<file path="src/rtl/dhc_pkg.sv">
`default_nettype none
// ============================================================================
// Module      : dhc_pkg
// Description : Shared definitions for the dhc hex counter: direction-mode
//               codes, the 4-bit count type and the prescaler width helper.
// Revision    : 1.0 - initial release
// ============================================================================
package dhc_pkg;

    // Direction-mode codes for the DIR_MODE parameter of dhc_counter
    localparam int DIR_UP     = 0;
    localparam int DIR_DOWN   = 1;
    localparam int DIR_BOUNCE = 2;

    typedef logic [3:0] count_t;

    // Width of the prescaler counter: clog2(DIV), never less than one bit
    function automatic int presc_width(input int div);
        return (div <= 2) ? 1 : $clog2(div);
    endfunction

endpackage : dhc_pkg
`default_nettype wire

</file>
<file path="src/rtl/dhc_prescaler.sv">
`default_nettype none
// ============================================================================
// Module      : dhc_prescaler
// Description : Enable-gated clock prescaler. Counts enabled clocks modulo
//               DIV and raises tick on the enabled clock where the count
//               wraps, giving one tick per DIV enabled clocks.
// Ports       : clk   - system clock, rising edge
//               rst_n - asynchronous active-low reset
//               en    - count enable; when low the phase is frozen
//               tick  - one-cycle step strobe (constantly equal to en for DIV=1)
// Revision    : 1.0 - initial release
// ============================================================================
module dhc_prescaler
    import dhc_pkg::*;
#(
    parameter int DIV = 1
) (
    input  logic clk,
    input  logic rst_n,
    input  logic en,
    output logic tick
);

    localparam int            c_w    = presc_width(DIV);
    localparam logic [c_w-1:0] c_last = c_w'(DIV - 1);

    generate
        if ((DIV < 1) || (DIV > (1 << 24))) begin : g_bad_div
            $error("dhc_prescaler: DIV must be in 1..2^24");
        end
    endgenerate

    logic [c_w-1:0] r_cnt;
    logic           w_wrap;

    // For DIV=1 the counter sits at 0 == c_last, so every enabled clock ticks
    assign w_wrap = (r_cnt == c_last);
    assign tick   = en && w_wrap;

    always_ff @(posedge clk or negedge rst_n) begin
        if (!rst_n) begin
            r_cnt <= '0;
        end else if (en) begin
            r_cnt <= w_wrap ? '0 : (r_cnt + c_w'(1));
        end
    end

endmodule : dhc_prescaler
`default_nettype wire

</file>
<file path="src/rtl/dhc_counter.sv">
`default_nettype none
// ============================================================================
// Module      : dhc_counter
// Description : 4-bit hex counter with built-in prescaler and compile-time
//               direction mode (up, down, bounce). Feeds a seven-segment
//               decoder through dhc_q.
// Ports       : dhc_clk - system clock, rising edge
//               dhc_rst - asynchronous active-low reset
//               dhc_en  - synchronous count enable
//               dhc_q   - registered count value, 0..MAX_VAL
// Macro       : DHC_SATURATE_EN - when defined, up and down modes saturate at
//               their end value instead of wrapping (bounce is unaffected).
// Revision    : 1.0 - initial release
// ============================================================================
module dhc_counter
    import dhc_pkg::*;
#(
    parameter int DIV      = 1,
    parameter int MAX_VAL  = 15,
    parameter int DIR_MODE = 0
) (
    input  logic       dhc_clk,
    input  logic       dhc_rst,
    input  logic       dhc_en,
    output logic [3:0] dhc_q
);

`ifdef DHC_SATURATE_EN
    localparam bit c_saturate = 1'b1;
`else
    localparam bit c_saturate = 1'b0;
`endif

    localparam count_t c_max = count_t'(MAX_VAL);

    generate
        if ((DIR_MODE != DIR_UP) && (DIR_MODE != DIR_DOWN) && (DIR_MODE != DIR_BOUNCE)) begin : g_bad_dir
            $error("dhc_counter: DIR_MODE must be 0 (up), 1 (down) or 2 (bounce)");
        end
        if ((MAX_VAL < 1) || (MAX_VAL > 15)) begin : g_bad_max
            $error("dhc_counter: MAX_VAL must be in 1..15");
        end
    endgenerate

    logic   w_tick;
    count_t r_q;
    logic   r_dir_down;   // bounce direction flag, 0 = counting up
    count_t w_q_next;
    logic   w_dir_down_next;

    dhc_prescaler #(
        .DIV (DIV)
    ) u_prescaler (
        .clk   (dhc_clk),
        .rst_n (dhc_rst),
        .en    (dhc_en),
        .tick  (w_tick)
    );

    // Next count on a step
    always_comb begin
        w_q_next        = r_q;
        w_dir_down_next = r_dir_down;
        if (r_q > c_max) begin
            // Unreachable value (e.g. upset): recover to a known state
            w_q_next        = '0;
            w_dir_down_next = 1'b0;
        end else begin
            case (DIR_MODE)
                DIR_UP: begin
                    if (r_q == c_max) w_q_next = c_saturate ? c_max : '0;
                    else              w_q_next = r_q + count_t'(1);
                end
                DIR_DOWN: begin
                    if (r_q == '0) w_q_next = c_saturate ? '0 : c_max;
                    else           w_q_next = r_q - count_t'(1);
                end
                default: begin
                    // Bounce: flag flips in the same cycle an endpoint is reached,
                    // so endpoints are never repeated.
                    if (!r_dir_down && (r_q != c_max)) begin
                        w_q_next        = r_q + count_t'(1);
                        w_dir_down_next = (w_q_next == c_max);
                    end else if (r_q != '0) begin
                        w_q_next        = r_q - count_t'(1);
                        w_dir_down_next = (w_q_next != '0);
                    end else begin
                        w_q_next        = r_q + count_t'(1);
                        w_dir_down_next = (w_q_next == c_max);
                    end
                end
            endcase
        end
    end

    always_ff @(posedge dhc_clk or negedge dhc_rst) begin
        if (!dhc_rst) begin
            r_q        <= '0;
            r_dir_down <= 1'b0;
        end else if (dhc_en && w_tick) begin
            r_q        <= w_q_next;
            r_dir_down <= w_dir_down_next;
        end
    end

    assign dhc_q = r_q;

endmodule : dhc_counter
`default_nettype wire

</file>
<file path="config.mk">
export PLATFORM = sky130hd
export DESIGN_NAME = dhc_counter
export DESIGN_NICKNAME = d
export VERILOG_FILES = /design/src/rtl/dhc_pkg.sv /design/src/rtl/dhc_prescaler.sv /design/src/rtl/dhc_counter.sv
export SDC_FILE = /design/constraint.sdc
export NUM_CORES = 1
export LEC_CHECK = 0
export CAP_MARGIN = 20
export CORE_AREA = 2 2 39 41
export DETAILED_ROUTE_END_ITERATION = 8
export DIE_AREA = 0 0 41 43
export GPL_TIMING_DRIVEN = 0
export PLACE_DENSITY = 0.4
export RECOVER_POWER = 100
export SLEW_MARGIN = 20
export SYNTH_ARGS = -nofsm -noshare
export SYNTH_HDL_FRONTEND = slang
export SYNTH_HIERARCHICAL = 1
export SYNTH_SLANG_ARGS = --single-unit
</file>
<file path="constraint.sdc">
create_clock -name dhc_clk -period 1.35 [get_ports dhc_clk]
set_input_delay 0.2025 -clock dhc_clk [delete_from_list [all_inputs] [get_ports dhc_clk]]
set_output_delay 0.2025 -clock dhc_clk [all_outputs]
set_load 0.05 [all_outputs]
</file>
==> results.json <==
{
  "status": "completed",
  "wirelength_um": 421,
  "reg2regPathDepth": 2,
  "skew_ns": 0.005298,
  "tightest_slew_ns": 0.2809,
  "diodes": 0,
  "dpl.hpwl_um": 292.9,
  "rsz0062_at_grt": "false",
  "gp_congestion": 0.6719,
  "p_sw_share_pct": 48.32,
  "ios": 7,
  "drive_gt1_share_pct": 40.74,
  "irDropWorstVdd_v": 0.0007700,
  "clock_power_share_pct": 22.1,
  "seq_area_frac_synth_pct": 50.63,
  "cts.clk_slew.worst_paths_ns": 0.04,
  "crit-reg2reg-launch": "dhc_q[0]$_DFFE_PN0P_",
  "pre_cts_ws_ns": -0.06091,
  "critPathTopFamily": "flip-flops",
  "drtIter0Drc": 3,
  "clk_latency_ns": 0.24,
  "die_h_um": 43,
  "slew_headroom_pct": 81.36,
  "synthesis.area_um2": 197.7,
  "cts_setup_buffers": 0,
  "drc_errors": 0,
  "drv_cap": 0,
  "die_x_um": 41,
  "dieArea_um2": 1763,
  "synth.avg_cell_area_um2": 11.63,
  "cp-end-kind": "output pin",
  "startpoint_type": "flop",
  "worst-path-buf-inv": 1,
  "drv_slew": 0,
  "p_total_uw": 762.6,
  "wire_per_inst_um": 9.791,
  "rrSetupSlack_ns": 0.22,
  "finalInstanceArea_um2": 295.3,
  "slowest_delay_ns": 0.40,
  "seqPwrFrac_pct": 31.5,
  "grt_overflow": 0,
  "power_density_nw_per_um2": 2583,
  "core_area_um2": 1384,
  "holdBufCountCts": 0,
  "max_freq_mhz": 813.2,
  "port-buffer-count": 6,
  "period_minus_slack_ns": 1.230,
  "crit_required_ns": 1.15,
  "cp.depth": 1,
  "cts_max_path_buffers": 2,
  "setup_viol": 0,
  "initial_core_util_pct": 14.29,
  "crit_arrival_ns": 1.03,
  "grt_pass1_wl_um": 724,
  "p_int_uw": 394.1,
  "crit_fanout": 6,
  "whs_ns": 0.2420,
  "grt_pass1_vias": 153,
  "track_usage_pct": 7.251,
  "rows": 14,
  "setup_slack_ns": 0.1202,
  "syn2layout_area_growth_pct": 49.37,
  "synth_cells": 17,
  "drt_first_pass_iters": 2,
  "cts_tree": "yes",
  "synth_fp_nets": 21,
  "r2r-end": "dhc_q[1]$_DFFE_PN0P_",
  "postRouteAntennaNets": 0,
  "ys_seq_elements": 4,
  "grt_max_degree": 7,
  "final_cells": 43,
  "finalHoldViolCount": 0,
  "cts_root_buffer": "clkbuf_4",
  "htreeDepth": 1,
  "combPwrFrac_pct": 46.4,
  "dpl.cell_count": 39,
  "finalCritPeriodShare_pct": 91.10,
  "antenna_found_initial": 0,
  "power_leakage_nw": 0.1258,
  "crit_chain": "clkdlybuf4s15_2",
  "nets": 32,
  "vias": 170,
  "cp_slowest_cell": "dfrtp_2",
  "cts_buffers": 3,
  "vias_per_cell": 3.953,
  "p_sw_uw": 368.5,
  "ys_types": 13,
  "cts_sinks": 4,
  "placed_area_um2": 280.3,
  "largest_reg_flops": 4,
  "ys_warn_count": 6,
  "holdCritPathClass": "in -> async",
  "worstSetupPathType": "reg -> out"
}
[worst max path at each step]
stage                               startpoint                   end  slack, ns
final                     dhc_q[0]$_DFFE_PN0P_              dhc_q[0]       0.12
after global routing                    dhc_en  dhc_q[3]$_DFFE_PN0P_       0.04
after CTS                 dhc_q[1]$_DFFE_PN0P_              dhc_q[1]      0.002
after detailed placement  dhc_q[2]$_DFFE_PN0P_              dhc_q[2]      -0.06
after global placement    dhc_q[2]$_DFFE_PN0P_              dhc_q[2]      -0.06
after floorplan           dhc_q[0]$_DFFE_PN0P_  dhc_q[1]$_DFFE_PN0P_       0.13
[synthesized netlist by cell type]
master / count / area, µm²
xnor2_1: 1 / 8.760
mux2_4: 1 / 15.01
a311oi_1: 1 / 8.760
ha_1: 1 / 12.51
dfrtp_1: 4 / 100.1
a21oi_1: 1 / 5.000
nand3_1: 2 / 10.01
a21o_1: 1 / 7.510
buf_4: 1 / 7.510
o31ai_1: 1 / 7.510
nand2_1: 1 / 3.750
nand2_2: 1 / 6.260
o21ai_0: 1 / 5.000
[power groups by stage]
stage                     registers [mW]  clock network (mW)  logic [mW]
after floorplan                    0.410                   0      0.0962
after global placement             0.237                   0       0.404
after detailed placement           0.241                   0       0.403
after CTS                          0.240               0.177       0.386
after global routing               0.250               0.185       0.373
final                              0.240               0.169       0.354
[through the flow]
| step | util, % | TNS (ns) |
|---|---|---|
| 2_1_floorplan | - | 0 |
| 3_3_place_gp | 20.25 | -0.1807 |
| 6_report | 21.34 | 0 |
| 4_1_cts | 22.33 | 0 |
| 3_5_place_dp | 20.25 | -0.2044 |
| 5_1_grt | 21.34 | 0 |
[cells by family after synthesis]
family	after synthesis	synth area share (%)
buffers and inverters	1	3.799
DFF	4	50.63
muxes	1	7.593
and+or+nand+nor	4	10.13
adders and majority gates	1	6.328
AOI/OAI and AO/OA	5	17.09
xor gates and xnor gates	1	4.431
[placed cells by master (no fill, tap or decap), types with 2 or more instances in the layout]
cell type	count
clkbuf_2	2
nand3_1	2
clkdlybuf4s15_2	2
dfrtp_2	2
clkbuf_4	3
dfrtp_1	2
dlygate4sd3_1	2
[repair_timing]
item / CTS / global route
gates resized for setup: 10 / 2
cloned: 0 / 0
pin swaps: 0 / 0
setup endpoints to repair: 4 / 2
[final cells by class]
class                   instances  area [µm²]
plain buffers                   1       7.507
clock buffers                   4       26.28
fillers                       154        1089
multi-input cells              12       86.33
flip-flops and latches          4       102.6
well taps                      16       20.02
repair buffers                  6       52.55
[routing by layer]
metal	up-vias	global-route usage (%)	wire, µm
met3	5	7.853	59
li1	82	-	-
met2	10	5.313	132
met5	-	0	0
met4	0	6.000	16
met1	73	10.06	213
Note: power is estimated with default switching activity, not from simulation.
